$ cat config.mk
export PLATFORM = sky130hd
export DESIGN_NAME = axil_counter_bank
export DESIGN_NICKNAME = d
export VERILOG_FILES = /design/src/rtl/axil_counter_bank.sv
export SDC_FILE = /design/constraint.sdc
export NUM_CORES = 1
export LEC_CHECK = 0
export BUFFER_PORTS_ARGS = -buffer_cell sky130_fd_sc_hd__buf_2
export CELL_PAD_IN_SITES_DETAIL_PLACEMENT = 2
export CELL_PAD_IN_SITES_GLOBAL_PLACEMENT = 2
export CORE_UTILIZATION = 30
export CTS_CLUSTER_SIZE = 10
export DETAILED_ROUTE_END_ITERATION = 6
export HOLD_SLACK_MARGIN = 0.1
export PLACE_DENSITY = 0.78
export SLEW_MARGIN = 30
export SYNTH_ARGS = -nofsm -noshare
export SYNTH_HDL_FRONTEND = slang
export SYNTH_SLANG_ARGS = --single-unit
$ cat constraint.sdc
create_clock -name s_axi_aclk -period 2.1 [get_ports s_axi_aclk]
set_clock_uncertainty 0.05 [all_clocks]
set_input_delay 0.105 -clock s_axi_aclk [delete_from_list [all_inputs] [get_ports s_axi_aclk]]
set_output_delay 0.105 -clock s_axi_aclk [all_outputs]
set_load 0.03 [all_outputs]
$ cat src/rtl/axil_counter_bank.sv
// AXI4-Lite bank of saturating event counters with version, clear and saturation registers.
// Optional AXIL_COUNTER_BANK_SNAPSHOT_EN adds shadow registers captured by CTRL bit 31.
module axil_counter_bank #(
    parameter int          ADDR_W  = 16,
    parameter int          NUM_CNT = 4,
    parameter int          CNT_W   = 32,
    parameter logic [31:0] VERSION = 32'h60DC0DE1
) (
    input  logic               s_axi_aclk,
    input  logic               s_axi_arst,
    input  logic               s_axi_awvalid,
    output logic               s_axi_awready,
    input  logic [ADDR_W-1:0]  s_axi_awaddr,
    input  logic [2:0]         s_axi_awprot,
    input  logic               s_axi_wvalid,
    output logic               s_axi_wready,
    input  logic [31:0]        s_axi_wdata,
    input  logic [3:0]         s_axi_wstrb,
    output logic               s_axi_bvalid,
    input  logic               s_axi_bready,
    output logic [1:0]         s_axi_bresp,
    input  logic               s_axi_arvalid,
    output logic               s_axi_arready,
    input  logic [ADDR_W-1:0]  s_axi_araddr,
    input  logic [2:0]         s_axi_arprot,
    output logic               s_axi_rvalid,
    input  logic               s_axi_rready,
    output logic [31:0]        s_axi_rdata,
    output logic [1:0]         s_axi_rresp,
    input  logic [NUM_CNT-1:0] cnt_en
);

    localparam logic [CNT_W-1:0] CNT_MAX = '1;

    logic [CNT_W-1:0]   cnt_q [NUM_CNT];
    logic [CNT_W-1:0]   cnt_d [NUM_CNT];
    logic [CNT_W-1:0]   rd_src [NUM_CNT];
    logic               bvalid_q, bvalid_d;
    logic [1:0]         bresp_q, bresp_d;
    logic               rvalid_q, rvalid_d;
    logic [1:0]         rresp_q, rresp_d;
    logic [31:0]        rdata_q, rdata_d;
    logic               wr_hs, rd_hs, ctrl_hit;
    logic [NUM_CNT-1:0] clr_mask, sat_vec;
    logic               unused_ok;

    assign unused_ok = ^{s_axi_awprot, s_axi_arprot, s_axi_wdata, s_axi_wstrb};

    assign s_axi_awready = ~s_axi_arst & s_axi_awvalid & s_axi_wvalid & ~bvalid_q;
    assign s_axi_wready  = s_axi_awready;
    assign s_axi_arready = ~s_axi_arst & s_axi_arvalid & ~rvalid_q;
    assign wr_hs         = s_axi_awready;
    assign rd_hs         = s_axi_arready;
    assign ctrl_hit      = (s_axi_awaddr == ADDR_W'(4));

    assign s_axi_bvalid = bvalid_q;
    assign s_axi_bresp  = bresp_q;
    assign s_axi_rvalid = rvalid_q;
    assign s_axi_rresp  = rresp_q;
    assign s_axi_rdata  = rdata_q;

    // Clear has priority over a same-cycle event; saturation stops the count.
    always_comb begin
        for (int i = 0; i < NUM_CNT; i++) begin
            clr_mask[i] = wr_hs & ctrl_hit & s_axi_wdata[i] & s_axi_wstrb[i/8];
            sat_vec[i]  = (cnt_q[i] == CNT_MAX);
            cnt_d[i]    = cnt_q[i];
            if (clr_mask[i]) begin
                cnt_d[i] = '0;
            end else if (cnt_en[i] && !sat_vec[i]) begin
                cnt_d[i] = cnt_q[i] + 1'b1;
            end
        end
    end

`ifdef AXIL_COUNTER_BANK_SNAPSHOT_EN
    logic [CNT_W-1:0] shad_q [NUM_CNT];
    logic [CNT_W-1:0] shad_d [NUM_CNT];
    logic             snap;

    assign snap = wr_hs & ctrl_hit & s_axi_wdata[31];

    // Shadows take the pre-clear value of the same write.
    always_comb begin
        for (int i = 0; i < NUM_CNT; i++) begin
            shad_d[i] = snap ? cnt_q[i] : shad_q[i];
            rd_src[i] = shad_q[i];
        end
    end

    always_ff @(posedge s_axi_aclk) begin
        for (int i = 0; i < NUM_CNT; i++) begin
            if (s_axi_arst) begin
                shad_q[i] <= '0;
            end else begin
                shad_q[i] <= shad_d[i];
            end
        end
    end
`else
    always_comb begin
        for (int i = 0; i < NUM_CNT; i++) begin
            rd_src[i] = cnt_q[i];
        end
    end
`endif

    always_comb begin
        bvalid_d = bvalid_q;
        bresp_d  = bresp_q;
        if (bvalid_q && s_axi_bready) begin
            bvalid_d = 1'b0;
        end
        if (wr_hs) begin
            bvalid_d = 1'b1;
            bresp_d  = ctrl_hit ? 2'b00 : 2'b10;
        end
    end

    always_comb begin
        rvalid_d = rvalid_q;
        rdata_d  = rdata_q;
        rresp_d  = rresp_q;
        if (rvalid_q && s_axi_rready) begin
            rvalid_d = 1'b0;
        end
        if (rd_hs) begin
            rvalid_d = 1'b1;
            rdata_d  = '0;
            rresp_d  = 2'b10;
            if (s_axi_araddr == ADDR_W'(0)) begin
                rdata_d = VERSION;
                rresp_d = 2'b00;
            end else if (s_axi_araddr == ADDR_W'(4)) begin
                rresp_d = 2'b00;
            end else if (s_axi_araddr == ADDR_W'(8)) begin
                rdata_d = 32'(sat_vec);
                rresp_d = 2'b00;
            end else begin
                for (int i = 0; i < NUM_CNT; i++) begin
                    if (s_axi_araddr == ADDR_W'(16 + 4*i)) begin
                        rdata_d = 32'(rd_src[i]);
                        rresp_d = 2'b00;
                    end
                end
            end
        end
    end

    always_ff @(posedge s_axi_aclk) begin
        if (s_axi_arst) begin
            bvalid_q <= 1'b0;
            bresp_q  <= 2'b00;
            rvalid_q <= 1'b0;
            rresp_q  <= 2'b00;
            rdata_q  <= '0;
        end else begin
            bvalid_q <= bvalid_d;
            bresp_q  <= bresp_d;
            rvalid_q <= rvalid_d;
            rresp_q  <= rresp_d;
            rdata_q  <= rdata_d;
        end
    end

    always_ff @(posedge s_axi_aclk) begin
        for (int i = 0; i < NUM_CNT; i++) begin
            if (s_axi_arst) begin
                cnt_q[i] <= '0;
            end else begin
                cnt_q[i] <= cnt_d[i];
            end
        end
    end

endmodule

==> run metrics, run 1 <==
Via-to-Cell Ratio 6.68; CTS Buffer Depth 2; Post-synth EDFFs 0; vias in the first global route 12000; Total Routed Length 61.3 mm; global-route wire length before repair 76.5 mm; clk_lat worst skew 0.48 ns; final setup margin -0.240 ns; status finished, violations left; final setup violating endpoints 79; Vias 12000; placed instance area 0.0110 mm²; fraction of layout cells with a size suffix above 1 38.6%; mapped cell area 0.00869 mm²; share of the synthesized area in the top cell type 37.8%; PortBufs 86; antenna violations before repair 4; Ports 126; synth cell count leaders dfxtp_1 (164), nand2_1 (104), nor2_1 (96); Cell Rows 61; Distinct cells, synth 61; total die area 0.0296 mm²; post-layout util 45.9%; syn_area_per_cell 7.92 µm²; Reg clk slew, reported paths 0.09 ns; grt ovf 0; cts bufs inserted 17; Tmin final 2.34 ns; Setup Crit Path Kind flop to flop; final hold violation count 0; CTS tree built; Worst setup SP type flop; post-synth top area cell dfxtp_1; Max Freq 427 MHz; post-synthesis register bit count 164; total track usage 34.8%; Pins Over Slew Limit 0; Final Cycle Share 111%; peak fanout along the critical path 6; Post-Route Setup TNS -7.03 ns; Residual DRC 0; WL per Instance 34.1 µm; synth top area cells dfxtp_1 (38%), o21ai_0 (5.3%), a21oi_1 (4.7%); Final ANT Viol Nets 0; yosys warns 0; worst hold path class primary input to flop; Seq/Total Area, Yosys 37.8%; Async SR Flop Fraction 0%; Area growth syn-to-layout 48.9%; CP endpoint kind flop; DR pass1 iterations 5; largest net degree at the start of global routing 40; Worst EP required 2.45 ns; final non-filler cell area 0.0129 mm²; # nets final 1494; GPL Wtd Cong 0.847; max-cap check violation count 0; DR iter-0 viols 1254; Post-Place Setup Slack -0.263 ns; Root Buffer clkbuf_16; worst vdd ir 0.605 mV; top-count cell post-synth dfxtp_1; Worst Path Arrival 2.69 ns; RSZ-0062 raised after global routing true; Initial Util 30.9%; Die X 172 µm; dominant synthesized flop cell dfxtp_1; Synth Instances 1097; Worst-Margin Slew 0.835 ns; H-tree level count 4; Core ar. 0.0282 mm²; pwr/cell area 567 mW/mm²; die height 172 µm; CTS Sinks 164; hpwl dp 31.2 mm; failing checks setup timing; Static Leak 4.89 nW; worst rel slew slack 44.2%
path summary, 6_finish.rpt:
path              startpoint               to  slack (ns)  cells after the start
min reg2reg  s_axi_rdata[15]  s_axi_rdata[15]        0.43                      2
min                cnt_en[0]      cnt_q[0][1]        0.14                      4
max              cnt_q[1][6]      cnt_q[1][9]       -0.24                      8
max reg2reg      cnt_q[1][6]      cnt_q[1][9]       -0.24                      8
critical path: stages (launching register included):
cell and delay (ns):
dfxtp_4 0.39, nand4_4 0.16, or4_4 0.59, buf_8 0.16, o31ai_4 0.27, buf_6 0.20, buf_6 0.11, o21ai_0 0.14
a21oi_1 0.18
cells in the final DEF, fill, tap and decap left out, types with 7 or more instances in the layout:
cell type	Yosys	final
or4_4	1	11
or4_1	30	20
dfxtp_4	0	7
xor2_1	17	13
buf_2	3	86
a311oi_1	13	13
nor2_1	96	94
or3_4	0	9
buf_4	3	231
a211oi_1	7	7
dfxtp_2	0	32
nor4_1	24	12
nor4_4	0	11
a21oi_2	0	18
and3_1	17	10
o21ai_1	0	9
nor2b_1	16	16
or3_1	64	55
o21ai_0	92	76
nand4_1	46	46
nand3_1	43	35
o221ai_1	12	12
a21oi_1	82	63
and4_1	21	13
xnor2_1	22	21
nor3_1	19	14
nand2_1	104	100
o31ai_1	13	11
clkbuf_16	0	17
o22ai_1	7	7
a211o_1	13	12
buf_6	0	19
dfxtp_1	164	125
inv_1	13	12
dlygate4sd3_1	0	7
o211ai_1	23	23
cell type report:
class / instances / area [µm²]
inverters: 13 / 48.8
flip-flops and latches: 164 / 3350
multi-input cells: 858 / 5870
diodes: 1 / 2.50
fillers: 2969 / 15200
clock inverters: 14 / 159
well taps: 378 / 473
repair buffers: 351 / 2590
clock buffers: 18 / 439
logic make-up after synthesis:
family                     count (synthesis)  share of synthesized area [%]
muxes                                      7                           1.11
xor gates and xnor gates                  39                           3.93
adders and majority gates                  4                          0.576
other                                      1                         0.0432
buffers and inverters                     77                           3.50
and+or+nand+nor                          510                           31.6
AOI/OAI and AO/OA                        295                           21.4
DFF                                      164                           37.8
power breakdown:
part	leakage [nW]	internal [W]	switching, W
registers	1.35	0.00315	0.0000437
logic	3.25	0.000240	0.000487
clock network	0.291	0.00164	0.00179
layer usage:
layer | part of all wire (%) | global-route usage [%]
met1 | 37 | 39.9
met2 | 47 | 59.4
met3 | 8.1 | 7.90
met4 | 8.0 | 19.5
met5 | 0.070 | 0
sequential cells by signal, summed over array words and instances, names as in the netlist:
register	cells
cnt_q	128
s_axi_bresp	1
s_axi_bvalid	1
s_axi_rdata	32
s_axi_rresp	1
s_axi_rvalid	1
stage by stage:
stage	cells	hold slack, ns	total power, W
after floorplan	1098	0.155	0.00355
after global placement	1704	0.241	0.00380
after detailed placement	1704	0.257	0.00383
after CTS	1758	0.102	0.00716
after global routing	1797	0.133	0.00746
final	1797	0.141	0.00734
what timing repair did:
item / CTS / global route
gates cloned: 0 / 3
endpoints found under the setup margin: 77 / 120
pin swaps: 11 / 58
buffers inserted: 16 / 37
resized for setup: 62 / 160
hold endpoints to repair: 6 / 0
hold buffers: 7 / 0
No activity file was read; power rests on OpenSTA's default activity.
==> run 2, diff against run 1 <==
- CAP_MARGIN: unset -> 40
- CORE_UTILIZATION: 30 -> 34
- PLACE_DENSITY: 0.78 -> 0.84
- clock period: 2.1 -> 2.25 ns (I/O delays scaled with it)
==> run 2 against run 1 <==
The flow still finishes with violations (setup timing). Total power fell by 8.2%. Clock power fell by 7.9%. Setup slack improved by 0.028 ns. Sequential power is 6.9% lower. Global-route usage increased by 1.3 points. Critical endpoint is now cnt_q[2][3]. Highest routed layer unchanged.
==> run metrics, run 2 (synthesis gave the netlist of run 1 again) <==
Comb power frac 9.1%; Worst setup SP type flop; RSZ-0062 raised after global routing true; worst rel slew slack 40.8%; GR Layer Usage met1 41.0%; global-route wire length before repair 71.6 mm; GRT met2 Usage 63.1%; hpwl dp 29.7 mm; Post-Route Setup TNS -1.65 ns; Final ANT Viol Nets 0; CP max stage cell nor4_4; Reg with most FFs cnt_q; peak fanout along the critical path 7; status finished, violations left; commonest non-fill, non-tap cells in the layout buf_4 (145), dfxtp_1 (140), nand2_1 (103), nor2_1 (94); total die area 0.0262 mm²; Core ar. 0.0251 mm²; Switching Share 30.9%; Crit path max-delay family simple AND/OR/NAND/NOR gates; Total Routed Length 53.9 mm; Worst Path Arrival 2.81 ns; die height 162 µm; PortBufs 86; Seq pwr share 44.1%; antenna violations before repair 4; fraction of layout cells with a size suffix above 1 27.1%; Pins Over Slew Limit 0; DR iter-0 viols 1262; CP endpoint kind flop; Via-to-Cell Ratio 6.86; total power 0.00674 W; Worst EP required 2.60 ns; placed insts 1587; Worst-Margin Slew 0.888 ns; CTS Buffer Depth 2; Tmin final 2.46 ns; Root Buffer clkbuf_16; number of flip-flops in the largest register 128; Ports 126; max-cap check violation count 0; WL per Instance 32.8 µm; NetSw 0.00208 W; Vias 11300; Most Crowded Layer GR met2; GPL Wtd Cong 0.871; Die X 162 µm; Final Cycle Share 109%; grt ovf 0; failing checks setup timing; post-layout util 45.7%; Area growth syn-to-layout 32.0%; DR pass1 iterations 5; # nets final 1389; Crit path buffers/inverters 2; Reg clk slew, reported paths 0.08 ns; Setup Crit Path Kind flop to flop; Non-Filler Instances 1646; CTS Sinks 164; Residual DRC 0; H-tree level count 4; final setup violating endpoints 29; CTS tree built; clk_lat worst skew 0.48 ns; vias in the first global route 11600; final setup margin -0.212 ns; worst vdd ir 0.394 mV; Power Internal 0.00465 W; clock share of power 46.8%; Crit path top cell by count buf_4; Cell Rows 58; CP max stage delay 0.51 ns; final hold violation count 0; total track usage 36.1%; Initial Util 34.6%; Max Freq 406 MHz; Static Leak 4.16 nW; worst hold path class primary input to flop; most common cell after layout, fill and taps aside buf_4; largest net degree at the start of global routing 38; crit path cell chain and3_1 -> nand3_2 -> nor4_4 -> buf_4 -> buf_4 -> o21ai_0 -> a21oi_1; met3 usage 6.61%; pwr/cell area 587 mW/mm²; cts bufs inserted 17
## run 2: repair_timing
action,4_1_cts,5_1_grt
setup buffers,1,13
endpoints found under the hold margin,8,0
gates cloned,0,1
hold buffers,8,0
pin swaps,4,20
gates resized for setup,24,65
setup endpoints to repair,29,72
## run 2: per-stage QoR
stage | setup WS [ns] | hold WS, ns | cell area [µm²]
finish | -0.212 | 0.147 | 11500
global placement | 0.0148 | 0.249 | 10400
floorplan | 0.00642 | 0.163 | 8700
CTS | 0.000519 | 0.113 | 11100
detailed placement | -0.112 | 0.265 | 10400
global route | -0.217 | 0.142 | 11500
## run 2: power groups by stage
stage / clock network (W) / registers (W) / logic, W
after floorplan: 0 / 0.00309 / 0.000225
after global placement: 0 / 0.00303 / 0.000504
after detailed placement: 0 / 0.00304 / 0.000528
after CTS: 0.00310 / 0.00297 / 0.000563
after global routing: 0.00325 / 0.00298 / 0.000635
final: 0.00315 / 0.00297 / 0.000614
## run 2: area by class of cell
cell class / instances / area, µm²
clock inverter: 14 / 156
antenna: 3 / 7.51
clock buffer: 18 / 439
multi-input combinational: 857 / 5390
tap: 330 / 413
sequential: 164 / 3320
timing repair buffer: 247 / 1700
inverter: 13 / 48.8
fill: 2782 / 13600
## run 2: per-layer routing
| metal | wire length [µm] | share of wire, % |
|---|---|---|
| met4 | 3890 | 7.2 |
| met2 | 25700 | 48 |
| met3 | 4290 | 8.0 |
| met1 | 20000 | 37 |
| met5 | 12 | 0.022 |
## run 2: worst paths after layout
kind | startpoint | to | slack, ns | cells past startpoint
setup reg to reg | cnt_q[2][3] | cnt_q[2][3] | -0.21 | 7
hold / removal | cnt_en[0] | cnt_q[0][30] | 0.15 | 4
hold reg to reg | s_axi_rdata[15] | s_axi_rdata[15] | 0.42 | 2
setup / recovery | cnt_q[2][3] | cnt_q[2][3] | -0.21 | 7
## run 2: worst register-to-register path, cell delays in order (launching register included)
cell	delay (ns)
dfxtp_1	0.50
and3_1	0.32
nand3_2	0.31
nor4_4	0.52
buf_4	0.25
buf_4	0.13
o21ai_0	0.12
a21oi_1	0.20
==> run 3, diff against run 2 <==
- CORE_MARGIN: unset -> 2
==> run 3 against run 2 <==
Total power up 0.86%. The run still ends with setup timing left. Count of clock-buffer cells in the layout down 1. Critical endpoint is now cnt_q[2][22]. Setup slack worse by 0.19 ns. Critical path type unchanged. Design area up 3.5%. Register-to-register slack worse by 0.19 ns. Fmax down 7.1%. Via count up 5.0%. Largest power group unchanged.
==> run metrics, run 3 (synthesis gave the netlist of run 1 again) <==
number of flip-flops in the largest register 128; final hold violation count 0; Comb power frac 9.3%; Max Freq 377 MHz; NetSw 0.00217 W; Via-to-Cell Ratio 7.07; DR pass1 iterations 6; Cell Rows 58; Vias 11900; clock share of power 46.8%; final setup violating endpoints 52; most common cell after layout, fill and taps aside buf_4; Final ANT Viol Nets 0; Tmin final 2.65 ns; hold path depth 4; # nets final 1418; worst rel slew slack 38.2%; status finished, violations left; CTS tree built; Area growth syn-to-layout 36.6%; pwr/cell area 573 mW/mm²; Die X 164 µm; Final Cycle Share 118%; Root Buffer clkbuf_16; PortBufs 86; placed insts 1596; FF-to-FF path depth 5; Post-Route Setup TNS -4.93 ns; Worst-Margin Slew 0.920 ns; total power 0.00680 W; total die area 0.0269 mm²; Non-Filler Instances 1677; Ports 126; cts bufs inserted 17; global-route wire length before repair 77.5 mm; Core ar. 0.0251 mm²; die height 164 µm; Reg with most FFs cnt_q; final setup margin -0.400 ns; WL per Instance 36.4 µm; DR iter-0 viols 1645; Reg clk slew, reported paths 0.08 ns; CTS Buffer Depth 2; vias in the first global route 11900; CTS Sinks 164; peak fanout along the critical path 6; hpwl dp 30.7 mm; post-layout util 47.3%; Switching Share 31.9%; Residual DRC 0; worst vdd ir 0.474 mV; total track usage 38.6%; Worst setup SP type flop; Initial Util 34.6%; largest net degree at the start of global routing 44; GPL Wtd Cong 0.910; max-cap check violation count 0; worst hold path class primary input to flop; H-tree level count 4; fraction of layout cells with a size suffix above 1 31.9%; grt ovf 0; failing checks setup timing; # fillers 2735; Worst Path Arrival 2.93 ns; clk_lat worst skew 0.49 ns; Setup Crit Path Kind flop to flop; RSZ-0062 raised after global routing true; Seq pwr share 43.8%; Static Leak 4.35 nW; Worst EP required 2.53 ns; antenna violations before repair 6; Total Routed Length 61.0 mm; commonest non-fill, non-tap cells in the layout buf_4 (172), dfxtp_1 (128), nand2_1 (102), nor2_1 (94); Pins Over Slew Limit 0; Power Internal 0.00463 W; CP endpoint kind flop
## run 3: final cells by class
cell class / count / area [µm²] / area share (%)
multi-input combinational: 858 / 5540 / 46.7
timing repair buffer: 275 / 1940 / 16.3
clock buffer: 17 / 425 / 3.58
inverter: 13 / 48.8 / 0.411
sequential: 164 / 3330 / 28.1
antenna: 5 / 12.5 / 0.105
clock inverter: 15 / 160 / 1.35
tap: 330 / 413 / 3.48
## run 3: metal layers
metal  vias up  routed length [µm]  track usage [%]
met5         -                  25                0
met4         4                5500             25.3
li1       4615                   -                -
met2       939               28100             65.7
met3       445                5510             9.92
met1      5860               21800             42.6
## run 3: worst paths after layout
path,slack (ns),start,endpoint
setup / recovery,-0.40,cnt_q[2][3],cnt_q[2][22]
hold / removal,0.1,s_axi_arvalid,s_axi_rresp[1]
setup reg to reg,-0.40,cnt_q[2][3],cnt_q[2][22]
hold reg to reg,0.42,s_axi_rdata[15],s_axi_rdata[15]
## run 3: critical path, cell delays in order (launching register included)
cell       delay, ns
dfxtp_1         0.47
and3_2          0.34
and4_2          0.36
o2111ai_2       0.29
o31ai_1         0.83
a21oi_1         0.14
## run 3: through the flow
stage | area (µm²) | setup WS (ns) | hold slack [ns]
after floorplan | 8700 | 0.00642 | 0.163
final | 11900 | -0.400 | 0.0981
after detailed placement | 10400 | -0.123 | 0.261
after CTS | 11300 | 0.00483 | 0.123
after global routing | 11900 | -0.399 | 0.136
after global placement | 10400 | 0.00309 | 0.248
## run 3: repair_timing
action / CTS / global route
pin swaps: 9 / 21
gates cloned: 1 / 3
setup buffers: 14 / 21
hold buffers: 5 / 0
resized for setup: 36 / 105
hold endpoints to repair: 5 / 0
setup endpoints to repair: 53 / 117
## run 3: power groups by stage
stage,logic (W),registers (W),clock network [W]
after floorplan,0.000225,0.00309,0
final,0.000633,0.00298,0.00318
after detailed placement,0.000521,0.00304,0
after CTS,0.000563,0.00297,0.00309
after global placement,0.000493,0.00303,0
after global routing,0.000648,0.00298,0.00327
